`config.mk`:
```
export PLATFORM = sky130hd
export DESIGN_NAME = bypass_config_loader
export DESIGN_NICKNAME = d
export VERILOG_FILES = /design/src/rtl/bypass_config_loader.sv
export SDC_FILE = /design/constraint.sdc
export NUM_CORES = 1
export LEC_CHECK = 0
export BUFFER_PORTS_ARGS = -buffer_cell sky130_fd_sc_hd__buf_4
export CORE_AREA = 8 8 75 110
export DETAILED_ROUTE_END_ITERATION = 6
export DIE_AREA = 0 0 83 118
export GPL_ROUTABILITY_DRIVEN = 0
export PLACE_DENSITY_LB_ADDON = 0.08
export REMOVE_ABC_BUFFERS = 1
export SYNTH_ARGS = -nofsm -noshare
export SYNTH_HDL_FRONTEND = slang
export SYNTH_SLANG_ARGS = --single-unit
```
`constraint.sdc`:
```
create_clock -name clk_i -period 2.8 [get_ports clk_i]
set_input_delay 0.14 -clock clk_i [delete_from_list [all_inputs] [get_ports clk_i]]
set_output_delay 0.14 -clock clk_i [all_outputs]
set_load 0.05 [all_outputs]
```
`src/rtl/bypass_config_loader.sv`:
```
// Driver for the wake-up bypass scan chain: serializes a config word MSB-first,
// optionally pulses the shadow-to-live commit, and captures the old shadow contents.
module bypass_config_loader #(
  parameter int WIDTH         = 24,
  parameter int SETTLE_CYCLES = 2
) (
  input  logic             clk_i,
  input  logic             rst_i,
  // Handshake: a request transfers on any clock edge where cfg_valid_i && cfg_ready_o;
  // cfg_ready_o is high only in IDLE, and a request seen while busy is neither
  // accepted nor remembered, so the requester holds cfg_valid_i until ready.
  input  logic             cfg_valid_i,
  output logic             cfg_ready_o,
  input  logic [WIDTH-1:0] cfg_data_i,
  input  logic             cfg_commit_i,
  output logic             wu_bypass_data_in,
  output logic             wu_bypass_en,
  output logic             wu_bypass_shift,
  input  logic             wu_bypass_data_out,
  output logic             busy_o,
  output logic             done_o,
  output logic [WIDTH-1:0] rdata_o,
  output logic [2:0]       state_o
);

  typedef enum logic [2:0] {
    S_IDLE   = 3'd0,
    S_SHIFT  = 3'd1,
    S_SETTLE = 3'd2,
    S_COMMIT = 3'd3,
    S_DONE   = 3'd4
  } state_t;

  localparam int CW = $clog2(WIDTH + 16);
  localparam logic [CW-1:0] LAST_BIT    = CW'(WIDTH - 1);
  localparam logic [CW-1:0] LAST_SETTLE = CW'((SETTLE_CYCLES > 0) ? SETTLE_CYCLES - 1 : 0);

  state_t           state_q, state_d;
  logic [CW-1:0]    cnt_q, cnt_d;
  logic [WIDTH-1:0] word_q;
  logic [WIDTH-1:0] rshift_q, rshift_d;
  logic             commit_q;
  logic             accept;
  logic             next_bit;
  logic             ready_d, busy_d, done_d, en_d, shift_d, din_d;

  assign accept  = cfg_valid_i && cfg_ready_o;
  assign state_o = state_q;

  always_ff @(posedge clk_i) begin
    if (rst_i) begin
      state_q <= S_IDLE;
      cnt_q   <= '0;
    end else begin
      state_q <= state_d;
      cnt_q   <= cnt_d;
    end
  end

  always_comb begin
    state_d = state_q;
    case (state_q)
      S_IDLE: begin
        if (accept) state_d = S_SHIFT;
      end
      S_SHIFT: begin
        if (cnt_q == LAST_BIT) begin
          if (SETTLE_CYCLES > 0) state_d = S_SETTLE;
          else if (commit_q)     state_d = S_COMMIT;
          else                   state_d = S_DONE;
        end
      end
      S_SETTLE: begin
        if (cnt_q == LAST_SETTLE) state_d = commit_q ? S_COMMIT : S_DONE;
      end
      S_COMMIT: state_d = S_DONE;
      S_DONE:   state_d = S_IDLE;
      default:  state_d = S_IDLE;
    endcase
    // The counter restarts on every state change so it indexes bits in SHIFT
    // and settle cycles in SETTLE.
    if ((state_d != state_q) || (state_q == S_IDLE)) cnt_d = '0;
    else                                             cnt_d = cnt_q + 1'b1;
  end

  // Outputs are registered, so they are decoded from the state being entered.
  always_comb begin
    ready_d  = 1'b0;
    busy_d   = 1'b0;
    done_d   = 1'b0;
    en_d     = 1'b0;
    shift_d  = 1'b0;
    next_bit = (state_q == S_IDLE) ? cfg_data_i[WIDTH-1] : word_q[WIDTH-1];
    case (state_d)
      S_IDLE:   ready_d = 1'b1;
      S_SHIFT: begin
        busy_d = 1'b1;
        en_d   = 1'b1;
      end
      S_SETTLE: busy_d = 1'b1;
      S_COMMIT: begin
        busy_d  = 1'b1;
        shift_d = 1'b1;
      end
      S_DONE:   done_d = 1'b1;
      default:  ready_d = 1'b0;
    endcase
    din_d    = en_d & next_bit;
    // The receiver presents its pre-shift MSB, so the sampled bit needs no realignment.
    rshift_d = (state_q == S_SHIFT) ? {rshift_q[WIDTH-2:0], wu_bypass_data_out} : rshift_q;
  end

  always_ff @(posedge clk_i) begin
    if (rst_i) begin
      cfg_ready_o       <= 1'b1;
      busy_o            <= 1'b0;
      done_o            <= 1'b0;
      wu_bypass_en      <= 1'b0;
      wu_bypass_shift   <= 1'b0;
      wu_bypass_data_in <= 1'b0;
      rdata_o           <= '0;
      rshift_q          <= '0;
      word_q            <= '0;
      commit_q          <= 1'b0;
    end else begin
      cfg_ready_o       <= ready_d;
      busy_o            <= busy_d;
      done_o            <= done_d;
      wu_bypass_en      <= en_d;
      wu_bypass_shift   <= shift_d;
      wu_bypass_data_in <= din_d;
      rshift_q          <= rshift_d;
      // The MSB goes out directly at accept, so only the remaining bits are stored.
      if (accept) begin
        word_q   <= {cfg_data_i[WIDTH-2:0], 1'b0};
        commit_q <= cfg_commit_i;
      end else if (state_q == S_SHIFT) begin
        word_q <= {word_q[WIDTH-2:0], 1'b0};
      end
      if (state_d == S_DONE) rdata_o <= rshift_d;
    end
  end

endmodule

```
# After elaboration in Yosys (flattened, before gate mapping)

Cells that the tools add are included.

Bits in registers: 87
Input bits: 29
Output and inout bits: 33
Word-level logic and storage cells: 45

Add/sub/neg operators: 1
Equal/unequal tests: 10
Mux-type cells: 14
Bitwise gates (word level): 1
Reduce and logical (&&, ||, !) cells: 7

Operator list:

| cell                                           | number |
|---|---|
| two-way mux 24 bit                             | 3 |
| == test 3 x 2 -> 1 bit (second input constant) | 4 |
| two-way mux 3 bit                              | 4 |
| case mux 3 bit (4 select lines)                | 1 |
| adder 6 x 1 -> 6 bit (second input constant)   | 1 |
| == test 3 x 1 -> 1 bit (second input constant) | 2 |
| == test 6 x 1 -> 1 bit (second input constant) | 1 |
| == test 6 x 5 -> 1 bit (second input constant) | 1 |
| logical NOT 3 bit                              | 2 |
| two-way mux 1 bit                              | 6 |
| == test 3 bit (second input constant)          | 1 |
| inequality test 3 bit                          | 1 |
| OR reduction 3 bit                             | 1 |
| nonzero test 2 bit                             | 1 |
| OR reduction 2 bit                             | 1 |
| bitwise AND 1 bit                              | 1 |
| logical AND 1 bit                              | 1 |
| logical OR 1 bit                               | 1 |

# Logic depth before layout (Yosys ltp)

Depth after elaboration: 6
Gate-level depth with buffers: 8
Gate-level depth less buffers: 5

# Worst setup path before layout

No wires, ideal clock.

Kind: register to register
From: register state_q[1] (netlist: state_o[1])
To: register rdata_o[10]
Library setup time: 0.073 ns
Arrival time: 2.033 ns
Required time: 2.727 ns
Setup slack: 0.694 ns
Cell stages (with the launch flop): 8
Buffers on the path: 4
Period minus slack after synthesis: 2.106 ns
Path through: dfxtp_1 > buf_2 > or4b_1 > buf_2 > o21a_1 > buf_6 > buf_6 > o211ai_2

Word-level cells in the longest chain between the ends: 3
Elaborated cells between the ends (all ways): 10
Classes of those cells: eq/ne: 4; mux: 5; reduce/logical: 1

RTL lines:

| item                                           | line | source |
|---|---|---|
| start, declared                                | 38   | `state_t state_q, state_d;` |
| start signal, assigned                         | 55   | `state_q <= state_d;` |
| == test 3 x 2 -> 1 bit (tied with other cells) | 62   | `case (state_q)` |
| case mux 3 bit (4 select lines)                | 62   |  |
| == test 3 bit                                  | 140  | `if (state_d == S_DONE) rdata_o <= rshift_d;` |
| end signal, assigned                           | 140  |  |
| end, declared                                  | 22   | `output logic [WIDTH-1:0] rdata_o,` |

Several ways; a longest one is shown, not always the timed one.
A chain may end at the register's enable or synchronous reset.

# Worst setup path in the final report

From: register cnt_q[0]
To: register rdata_o[3]

Word-level cells in the longest chain between the ends: 4
Elaborated cells between the ends (all ways): 6
Classes of those cells: eq/ne: 3; mux: 3

RTL lines:

| item                                                                    | line   | source |
|---|---|---|
| start, declared                                                         | 39     | `logic [CW-1:0] cnt_q, cnt_d;` |
| start signal, assigned                                                  | 56     | `cnt_q <= cnt_d;` |
| == test 6 x 1 -> 1 bit / == test 6 x 5 -> 1 bit (equally long branches) | 74, 67 |  |
| two-way mux 3 bit (on tied branches)                                    | 74, 67 |  |
| case mux 3 bit (4 select lines) (*)                                     | 62     |  |
| == test 3 bit (*)                                                       | 140    |  |

Mark *: on every way between the ends. The rest lies on a longest branch, timed or not.

==> PnR_summary.wiki <==
{| class="wikitable"
! Metric !! Value
|-
| NumNets Final || 535
|-
| DIE AREA || 0.009794 mm^2
|-
| Max capacitance violation total || 0
|-
| Clock transition time at the flip-flop clock pins of the worst setup and hold paths || 80 ps
|-
| Final period util || 74.05%
|-
| Avg Vias per Cell || 5.867
|-
| Summed negative setup slack over all endpoints || 0 ps
|-
| Insertion delay to the later sink of the worst-skew pair || 350 ps
|-
| Post-detailed-route count of antenna-violating nets || 0
|-
| Signed area change from the synthesized netlist to the final layout || 15.98%
|-
| Async set-reset flop share out of synthesis || 0%
|-
| Vias in the first global route || 3397
|-
| Combined buffer and inverter count along the critical path || 1
|-
| Startpoint-to-endpoint class of the critical path || reg -> reg
|-
| First-pass detailed-route iteration total || 4
|-
| Data required time of the worst path || 3070 ps
|-
| Start point of the critical path || cnt_q[0]
|-
| Final Instance Area || 0.004586 mm^2
|-
| GRT Overall Usage || 17.98%
|-
| Fraction of final layout cells sized beyond drive strength 1 || 26.52%
|-
| Internal Pwr Total || 1.836 mW
|-
| Cell with the most instances after synthesis || nand2_1
|-
| Standard cell core area || 0.006713 mm^2
|-
| Placed wire-length estimate after detailed placement || 5692 um
|-
| Number of max-slew violations in the final report || 0
|-
| DRC viols || 0
|-
| Buffers added on ports || 61
|-
| Placed Area || 0.004377 mm^2
|-
| Largest delay share family, worst path || simple AND/OR/NAND/NOR gates
|-
| Count of clock tree sinks || 87
|-
| CTS Buffer Depth || 2
|-
| Width of the chip || 83 um
|-
| Count of synthesis-stage warnings from yosys || 0
|-
| Yosys top cell by area || dfxtp_1
|-
| RSZ-0062 raised after global routing || no
|-
| Number of setup buffers added after CTS || 0
|-
| Post-synth top flop || dfxtp_1
|-
| Total congestion overflow || 0
|-
| Filler cell count in the final layout || 589
|-
| Starting utilization of the core area || 58.90%
|-
| Total of hold buffers inserted after clock tree synthesis || 0
|-
| Category of the worst setup path capture point || register
|-
| Result of the run || finished clean
|-
| Maximum resistive drop on vdd || 0.4081 mV
|-
| Maximum clock frequency || 0.4823 GHz
|-
| Crit-path slowest cell || or3b_2
|-
| Max-Slew Margin vs Limit || 32.38%
|-
| Worst stage delay on the critical path || 700 ps
|-
| TritonCTS clock tree || built
|-
| Count of unique library cells instantiated by Yosys || 38
|-
| Count of cells along the worst hold path || 3
|-
| Number of ports placed on the die boundary || 62
|-
| Worst r2r path cells || 5
|-
| Maximum number of pins on one net before global-route repair || 66
|-
| Number of synthesized flops with an enable pin || 0
|-
| Setup clock skew after layout || 6.835 ps
|-
| CTS resizes || 0
|-
| Number of vias after detailed routing || 3444
|-
| Share of total power in sequential cells || 53.8%
|-
| Signal arrival time at the worst endpoint || 2340 ps
|-
| Share of total power in the clock network || 37.2%
|-
| Final setup violation count || 0
|-
| Post-synth design cell area || 0.003954 mm^2
|-
| Leakage power || 1.701 nW
|-
| Wire length of the first global-routing pass || 15240 um
|-
| Die Y || 118 um
|-
| Cell row count || 37
|-
| Combinational power share || 8.9%
|-
| Switching power || 0.5788 mW
|-
| Nature of the critical path startpoint || register
|-
| Detailed-route wire length || 8752 um
|-
| Mapped Avg Cell Area || 8.448 um^2
|-
| Portion of synthesized cell area occupied by the leading cell type || 44.05%
|-
| Power density of the placed cells || 526.6 mW/mm^2
|-
| Root Buffer Master || clkbuf_8
|-
| Logic depth of the worst path, buffers included || 5
|-
| Number of DRC violations after detailed-routing iteration 0 || 247
|-
| Maximum fanout along the worst path || 26
|-
| Largest cells by area after synthesis || dfxtp_1 (44%), nand2_1 (12%), or3b_2 (5.8%)
|-
| Number of flip-flops and latches in the synthesized netlist || 87
|-
| Class of the tightest hold or removal check || in -> reg
|-
| Min Clock Period, post-route || 2074 ps
|-
| Average routed wire per standard cell || 14.91 um
|-
| Min-delay src || cfg_commit_i
|-
| Net switching fraction of the power || 23.97%
|-
| Count of final hold-check violations || 0
|-
| Portion of the post-synthesis area used by sequential elements || 44.05%
|-
| Worst reg2reg path startpoint || cnt_q[0]
|-
| Total power || 2.415 mW
|-
| Most numerous cell types in the synthesized netlist || nand2_1 (124), dfxtp_1 (87), clkbuf_1 (35), a21oi_1 (30), o211ai_1 (30)
|-
| Antenna violations before repair || 0
|-
| Cell Chain, Critical Path || ha_1 > or3b_2 > o21a_1 > buf_4 > o211ai_1
|-
| Number of inserted diodes || 0
|-
| TritonCTS Buffers || 9
|-
| Count of mapped cells out of synthesis || 468
|-
| Least-Margin Pin Slew || 1014 ps
|-
| Deepest level of the CTS H-tree || 3
|}
## routing by layer
layer	share of wire [%]	wire (um)	up-vias	GRT usage [%]
met5	0	0	-	0
met1	42	3658	1663	19.17
met2	53	4624	63	32.41
met4	1.7	146	0	8.609
met3	3.7	323	12	3.740
li1	-	-	1706	-
## cell usage in the layout (no fill, tap or decap), types with 3 or more instances in the layout
cell,n
or3b_2,26
a21oi_1,30
nand2_1,124
o21ai_0,3
dfxtp_1,87
nor3_1,3
nor2_1,25
a311oi_1,22
o211ai_2,18
o211ai_1,30
clkbuf_8,12
nand3_1,4
nor2b_1,24
buf_4,70
## state kept, by name, summed over array words and instances (netlist names)
signal             count
rdata_o               24
rshift_q              24
word_q                23
cnt_q                  6
state_o                3
busy_o                 1
cfg_ready_o            1
commit_q               1
done_o                 1
wu_bypass_data_in      1
wu_bypass_en           1
wu_bypass_shift        1
## through the flow
| stage | instances | hold WS, ps | setup slack (ps) | util (%) |
|---|---|---|---|---|
| global placement | 571 | 393.9 | 787.7 | 65.20 |
| floorplan | 423 | 209.1 | -1272 | - |
| detailed placement | 571 | 399.1 | 714.0 | 65.20 |
| CTS | 587 | 23.94 | 714.3 | 68.31 |
| global route | 587 | 33.71 | 538.5 | 68.31 |
| finish | 587 | 37.55 | 726.5 | 68.31 |
## logic make-up after synthesis
logic type | after synthesis | synth area share (%)
xor+xnor | 3 | 0.6647
mux | 1 | 0.2532
fa+ha+maj | 2 | 0.6328
simple gates | 218 | 27.15
compound gates | 111 | 21.96
flops | 87 | 44.05
buf+inv | 46 | 5.285
## power by group through the flow
stage	Sequential [mW]	Combinational [mW]	Clock [mW]
global route	1.31	0.239	0.973
detailed placement	1.33	0.217	0
global placement	1.33	0.213	0
finish	1.30	0.216	0.899
floorplan	1.34	0.0994	0
CTS	1.30	0.218	0.922
## final cells by class
type	instances	area, um^2	share of cell area (%)
multi-input cells	335	2008	43.79
clock buffers	13	168.9	3.683
repair buffers	70	525.5	11.46
well taps	78	97.59	2.128
inverters	1	3.754	0.08186
flip-flops and latches	87	1742	37.98
clock inverters	3	40.04	0.8731
## worst reg2reg max path, stage by stage (launching register included)
cell and delay, ps:
dfxtp_1 380, ha_1 170, or3b_2 700, o21a_1 270
buf_4 250, o211ai_1 220
## final timing paths
path	slack, ps	end
max	730	rdata_o[3]
min	40	commit_q
max reg2reg	730	rdata_o[3]
min reg2reg	460	rshift_q[23]
Note: power is estimated with default switching activity, not from simulation.
